`src/rtl/cpu_dbg_pkg.sv`:
```
// cpu_dbg_pkg: opcodes, halt causes and FSM states shared by cpu_run_ctrl and rf_dump_seq
package cpu_dbg_pkg;
  localparam int DBG_XLEN = 32;
  localparam logic [2:0] OP_HALT   = 3'd0;
  localparam logic [2:0] OP_RUN    = 3'd1;
  localparam logic [2:0] OP_STEP   = 3'd2;
  localparam logic [2:0] OP_RUN_N  = 3'd3;
  localparam logic [2:0] OP_DUMP   = 3'd4;
  localparam logic [2:0] OP_SET_BP = 3'd5;
  localparam logic [2:0] OP_CLR_BP = 3'd6;
  localparam logic [1:0] CAUSE_RESET = 2'd0;
  localparam logic [1:0] CAUSE_CMD   = 2'd1;
  localparam logic [1:0] CAUSE_COUNT = 2'd2;
  localparam logic [1:0] CAUSE_BP    = 2'd3;
  localparam logic [4:0] DUMP_LAST = 5'd31;
  typedef enum logic [1:0] {ST_HALTED, ST_RUN, ST_RUN_N, ST_DUMP} state_e;
endpackage

```
`src/rtl/rf_dump_seq.sv`:
```
// rf_dump_seq: walks register indices 0..31 as valid/ready beats after a start pulse, pulses done on the last beat
module rf_dump_seq
  import cpu_dbg_pkg::*;
(
  input  logic       clk,
  input  logic       rst,
  input  logic       start_i,
  input  logic       ready_i,
  output logic       valid_o,
  output logic [4:0] idx_o,
  output logic       done_o
);
  logic active_q, active_d;
  logic [4:0] idx_q, idx_d;
  logic fire;
  assign fire = active_q && ready_i;
  assign valid_o = active_q;
  assign idx_o = idx_q;
  assign done_o = fire && idx_q == DUMP_LAST;
  always_comb begin
    active_d = start_i ? 1'b1 : done_o ? 1'b0 : active_q;
    idx_d = start_i ? 5'd0 : fire ? idx_q + 5'd1 : idx_q;
  end
  always_ff @(posedge clk) begin
    if (rst) begin
      active_q <= 1'b0;
      idx_q <= 5'd0;
    end else begin
      active_q <= active_d;
      idx_q <= idx_d;
    end
  end
endmodule

```
`src/rtl/cpu_run_ctrl.sv`:
```
// cpu_run_ctrl: halt/run/step/run-N/dump sequencer for the core; PC breakpoint built only with CPU_RUN_CTRL_BREAKPOINT_EN
module cpu_run_ctrl
  import cpu_dbg_pkg::*;
#(
  parameter int XLEN  = DBG_XLEN,
  parameter int CNT_W = 16
) (
  input  logic            clk,
  input  logic            rst,
  input  logic            cmd_valid,
  output logic            cmd_ready,
  input  logic [2:0]      cmd_op,
  input  logic [XLEN-1:0] cmd_arg,
  input  logic [XLEN-1:0] pc,
  output logic            cpu_en,
  output logic [4:0]      rf_addr,
  input  logic [XLEN-1:0] rf_data,
  output logic            dump_valid,
  input  logic            dump_ready,
  output logic [4:0]      dump_idx,
  output logic [XLEN-1:0] dump_data,
  output logic            halted,
  output logic [1:0]      halt_cause
);
  state_e state_q, state_d;
  logic [1:0] cause_q, cause_d;
  logic [CNT_W-1:0] cnt_q, cnt_d, arg_cnt;
  logic acc, running, bp_hit, dump_start, dump_done;
  assign arg_cnt = cmd_arg[CNT_W-1:0];
  assign cmd_ready = !rst && state_q != ST_DUMP;
  assign acc = cmd_valid && cmd_ready;
  assign running = state_q == ST_RUN || state_q == ST_RUN_N;
  assign cpu_en = running && !bp_hit;
  assign halted = !running;
  assign halt_cause = cause_q;
  assign rf_addr = state_q == ST_DUMP ? dump_idx : 5'd0;
  assign dump_data = rf_data;
`ifdef CPU_RUN_CTRL_BREAKPOINT_EN
  logic [XLEN-1:0] bp_pc_q, bp_pc_d;
  logic armed_q, armed_d, skip_q, skip_d, resume;
  // skip lets a resume from the breakpoint PC commit that instruction once
  assign resume = acc && state_q == ST_HALTED &&
                  (cmd_op == OP_RUN || cmd_op == OP_STEP || cmd_op == OP_RUN_N);
  assign bp_hit = armed_q && pc == bp_pc_q && !skip_q;
  always_comb begin
    bp_pc_d = acc && cmd_op == OP_SET_BP ? cmd_arg : bp_pc_q;
    armed_d = acc && cmd_op == OP_SET_BP ? 1'b1 : acc && cmd_op == OP_CLR_BP ? 1'b0 : armed_q;
    skip_d = resume ? 1'b1 : cpu_en ? 1'b0 : skip_q;
  end
  always_ff @(posedge clk) begin
    if (rst) begin
      bp_pc_q <= '0;
      armed_q <= 1'b0;
      skip_q <= 1'b0;
    end else begin
      bp_pc_q <= bp_pc_d;
      armed_q <= armed_d;
      skip_q <= skip_d;
    end
  end
`else
  logic unused_bp;
  assign unused_bp = ^{pc, cmd_arg[XLEN-1:CNT_W]};
  assign bp_hit = 1'b0;
`endif
  always_comb begin
    state_d = state_q;
    cause_d = cause_q;
    cnt_d = cnt_q;
    dump_start = 1'b0;
    case (state_q)
      ST_HALTED: begin
        if (acc && cmd_op == OP_RUN) state_d = ST_RUN;
        if (acc && cmd_op == OP_STEP) begin
          state_d = ST_RUN_N;
          cnt_d = CNT_W'(1);
        end
        if (acc && cmd_op == OP_RUN_N) begin
          state_d = arg_cnt == '0 ? ST_HALTED : ST_RUN_N;
          cause_d = arg_cnt == '0 ? CAUSE_COUNT : cause_q;
          cnt_d = arg_cnt;
        end
        if (acc && cmd_op == OP_DUMP) begin
          state_d = ST_DUMP;
          dump_start = 1'b1;
        end
      end
      ST_DUMP: state_d = dump_done ? ST_HALTED : ST_DUMP;
      default: begin
        if (cpu_en && state_q == ST_RUN_N) cnt_d = cnt_q - 1'b1;
        // priority BP > COUNT > CMD
        if (bp_hit) begin
          state_d = ST_HALTED;
          cause_d = CAUSE_BP;
        end else if (state_q == ST_RUN_N && cnt_q == CNT_W'(1)) begin
          state_d = ST_HALTED;
          cause_d = CAUSE_COUNT;
        end else if (acc && cmd_op == OP_HALT) begin
          state_d = ST_HALTED;
          cause_d = CAUSE_CMD;
        end
      end
    endcase
  end
  always_ff @(posedge clk) begin
    if (rst) begin
      state_q <= ST_HALTED;
      cause_q <= CAUSE_RESET;
      cnt_q <= '0;
    end else begin
      state_q <= state_d;
      cause_q <= cause_d;
      cnt_q <= cnt_d;
    end
  end
  rf_dump_seq u_dump (
    .clk     (clk),
    .rst     (rst),
    .start_i (dump_start),
    .ready_i (dump_ready),
    .valid_o (dump_valid),
    .idx_o   (dump_idx),
    .done_o  (dump_done)
  );
endmodule

```
`config.mk`:
```
export PLATFORM = sky130hd
export DESIGN_NAME = cpu_run_ctrl
export DESIGN_NICKNAME = d
export VERILOG_FILES = /design/src/rtl/cpu_dbg_pkg.sv /design/src/rtl/rf_dump_seq.sv /design/src/rtl/cpu_run_ctrl.sv
export SDC_FILE = /design/constraint.sdc
export NUM_CORES = 1
export LEC_CHECK = 0
export ABC_AREA = 1
export ABC_CLOCK_PERIOD_IN_PS = 2790
export CORE_AREA = 4 4 81 83
export DETAILED_ROUTE_END_ITERATION = 6
export DIE_AREA = 0 0 85 87
export PLACE_DENSITY = 0.86
export SLEW_MARGIN = 20
export SYNTH_ARGS = -nofsm -noshare
export SYNTH_HDL_FRONTEND = slang
export SYNTH_SLANG_ARGS = --single-unit
```
`constraint.sdc`:
```
create_clock -name clk -period 2.79 [get_ports clk]
set_input_delay 0.558 -clock clk [delete_from_list [all_inputs] [get_ports clk]]
set_output_delay 0.558 -clock clk [all_outputs]
set_load 0.03 [all_outputs]
```
==> metrics.txt <==
outcome complete, no violations; Cell Area, Synth 0.00224 mm^2; CTS tree built; Root Buffer clkbuf_8; final hold vios 0; CP max FO 9; GRT Total Usage 14.6%; number of global-route vias before repair 2026; # H-tree levels 1; Max transition margin 53.0%; HPWL Detailed 4070 um; Clock Path Buffers 2; fin crit period 2520 ps; Final Setup Violations 0; DRT met1 WL 2200 um; leakage power 1.10 nW; final cycle utilization of the critical path 90.2%; IO buf count 38; worst vdd ir 0.354 mV; Post-DP Area 0.00241 mm^2; CP max stage cell clkdlybuf4s50_1; TritonRoute pass-1 iters 4; Setup TNS 0 ps; Critical Path RT 2230 ps; Vias/cell 5.05; Clock Skew 1.00 ps; clk_lat worst skew 280 ps; RSZ-0062 raised after global routing false; detailed-route via count 2129; worst-margin pin slew 705 ps; min-delay worst type register to register; pwr dens 759 mW/mm^2; Yosys Warn Count 0; CP top delay family buffers and inverters; met2 wire len 2550 um; DR WL/cell 12.6 um; Synth-to-Final Area Change 10.1%; Routability Congestion 0.859; main combinational cell family by area after synthesis simple AND/OR/NAND/NOR gates; Synth Area in XOR/XNOR 1.96%; Layout Nets 459; Starting Density 38.2%; Overflow after GRT 0; first-pass GRT wire length 8940 um; Slew Limit Fails 0; CP arrival 1960 ps; TritonCTS Sinks 26; Clock transition at path regs 90 ps; CTS Buf Count 3; CP cell instances ha_1, nand2_1, inv_1, clkdlybuf4s50_1; largest net degree at the start of global routing 19; design area 0.00246 mm^2; average size of a mapped cell 6.50 um^2; initial antenna violation count 0; hold buffer count at CTS 0; Highest Signal Layer met4; kind of critical path register to primary output; Synth Area in Compound Gates 14.0%; share of cells above drive strength 1 10.1%; simple-gate portion of the synthesized area 35.8%; # diodes 0; DR iter-0 viols 107; Die Wd 85 um; mux cell area share after synthesis 0%; Async SR Flop Fraction 0%; Post-synth EDFFs 0; post-cts sizing count 0; Max stage delay on crit path 660 ps; Final ANT Viol Nets 0; sequential area share after synthesis 23.3%; unique cell type count in the Yosys netlist 33; Post-Synth Adder-Cell Area 4.48%; # DRC 0; Synth Instances 344; drt total wl 5330 um; maximum clock frequency 0.397 GHz; Die H 87 um; maxcap violations 0; core area 0.00585 mm^2; hold slack 475 ps; die area 0.00740 mm^2; CP Launch Type register; routed wl met3 502 um; CP Buf/Inv Count 2; I/O pins 151; Main synth FF type dfxtp_1; endpoint class of the critical path primary output; Site Rows 28; Syn Nets 455; number of synthesized register bits 26; post-CTS setup buffer count 0
-- registers in the layout (all words and copies together) (netlist names) --
| register | cells |
|---|---|
| state_q | 2 |
| u_dump.idx_o | 5 |
| halt_cause | 2 |
| cnt_q | 16 |
| u_dump.valid_o | 1 |
-- worst reg2reg max path, cell delays in order (launching register included) --
cell and delay (ps):
dfxtp_1 330, inv_1 110, ha_1 630, inv_2 350, nor2_8 340, nand2_1 80, a21oi_1 170, nand2_1 80
a21oi_1 130
-- layout make-up --
type	count	area (um^2)
clock buffer	4	55.1
fill	605	3390
inverter	34	138
multi-input combinational	243	1260
sequential	26	520
tap	75	93.8
timing repair buffer	40	395
-- stage by stage --
step	power (mW)	utilization [%]	setup slack [ps]	instances
finish	1.87	42.1	274	422
global route	2.04	42.1	132	422
CTS	1.86	42.1	270	422
detailed placement	1.60	41.1	350	418
global placement	1.57	41.1	358	418
floorplan	1.48	-	1030	344
-- routing by layer --
metal,global-route usage (%),up-vias
met3,4.07,15
met2,25.7,88
li1,-,1063
met4,5.32,0
met5,0,-
met1,16.7,963
-- power by group --
group,switching [mW],internal [mW],total [mW]
clock network,0.127,0.127,0.254
logic,0.720,0.387,1.11
registers,0.0663,0.442,0.508
-- path summary, 6_finish.rpt --
path	endpoint	start	slack (ps)	depth (start not counted)
hold / removal	halt_cause[1]$_SDFFE_PP0P_	halt_cause[1]$_SDFFE_PP0P_	480	2
setup / recovery	rf_addr[0]	state_q[1]$_SDFFE_PP0P_	270	4
setup reg to reg	state_q[1]$_SDFFE_PP0P_	state_q[0]$_SDFFE_PP0P_	510	8
hold reg to reg	halt_cause[1]$_SDFFE_PP0P_	halt_cause[1]$_SDFFE_PP0P_	480	2
-- logic make-up (layout without fill, tap and decap cells) --
kind of cell	Yosys count	after routing
fa+ha+maj	8	8
flops	26	26
compound gates	56	56
buf+inv	75	78
simple gates	174	174
xor+xnor	5	5
-- synth_stat cells (4+ instances only) --
cell	instances	area share, %
ha_1	8	4.5
xor2_1	5	2.0
nand3_1	21	4.7
inv_1	30	5.0
o21ai_0	19	4.3
nor3_1	4	0.90
buf_4	32	11
nand2_2	7	2.0
a21oi_2	5	2.0
nor2_1	51	8.6
nand2_1	76	13
nor2_2	4	1.1
dfxtp_1	26	23
a21oi_1	24	5.4
-- layout by cell type, fill, tap and decap left out, drive strengths merged --
cell / n
nor2: 58
clkdlybuf4s50: 38
dfxtp: 26
o31ai: 1
a211oi: 1
o21ai: 22
a22oi: 1
or2: 1
nand3: 22
inv: 34
a31oi: 2
clkbuf: 4
ha: 8
nand4: 1
buf: 2
xor2: 5
nand2: 86
a21oi: 29
nor3: 4
nand3b: 2
(Power assumes the default switching activity.)
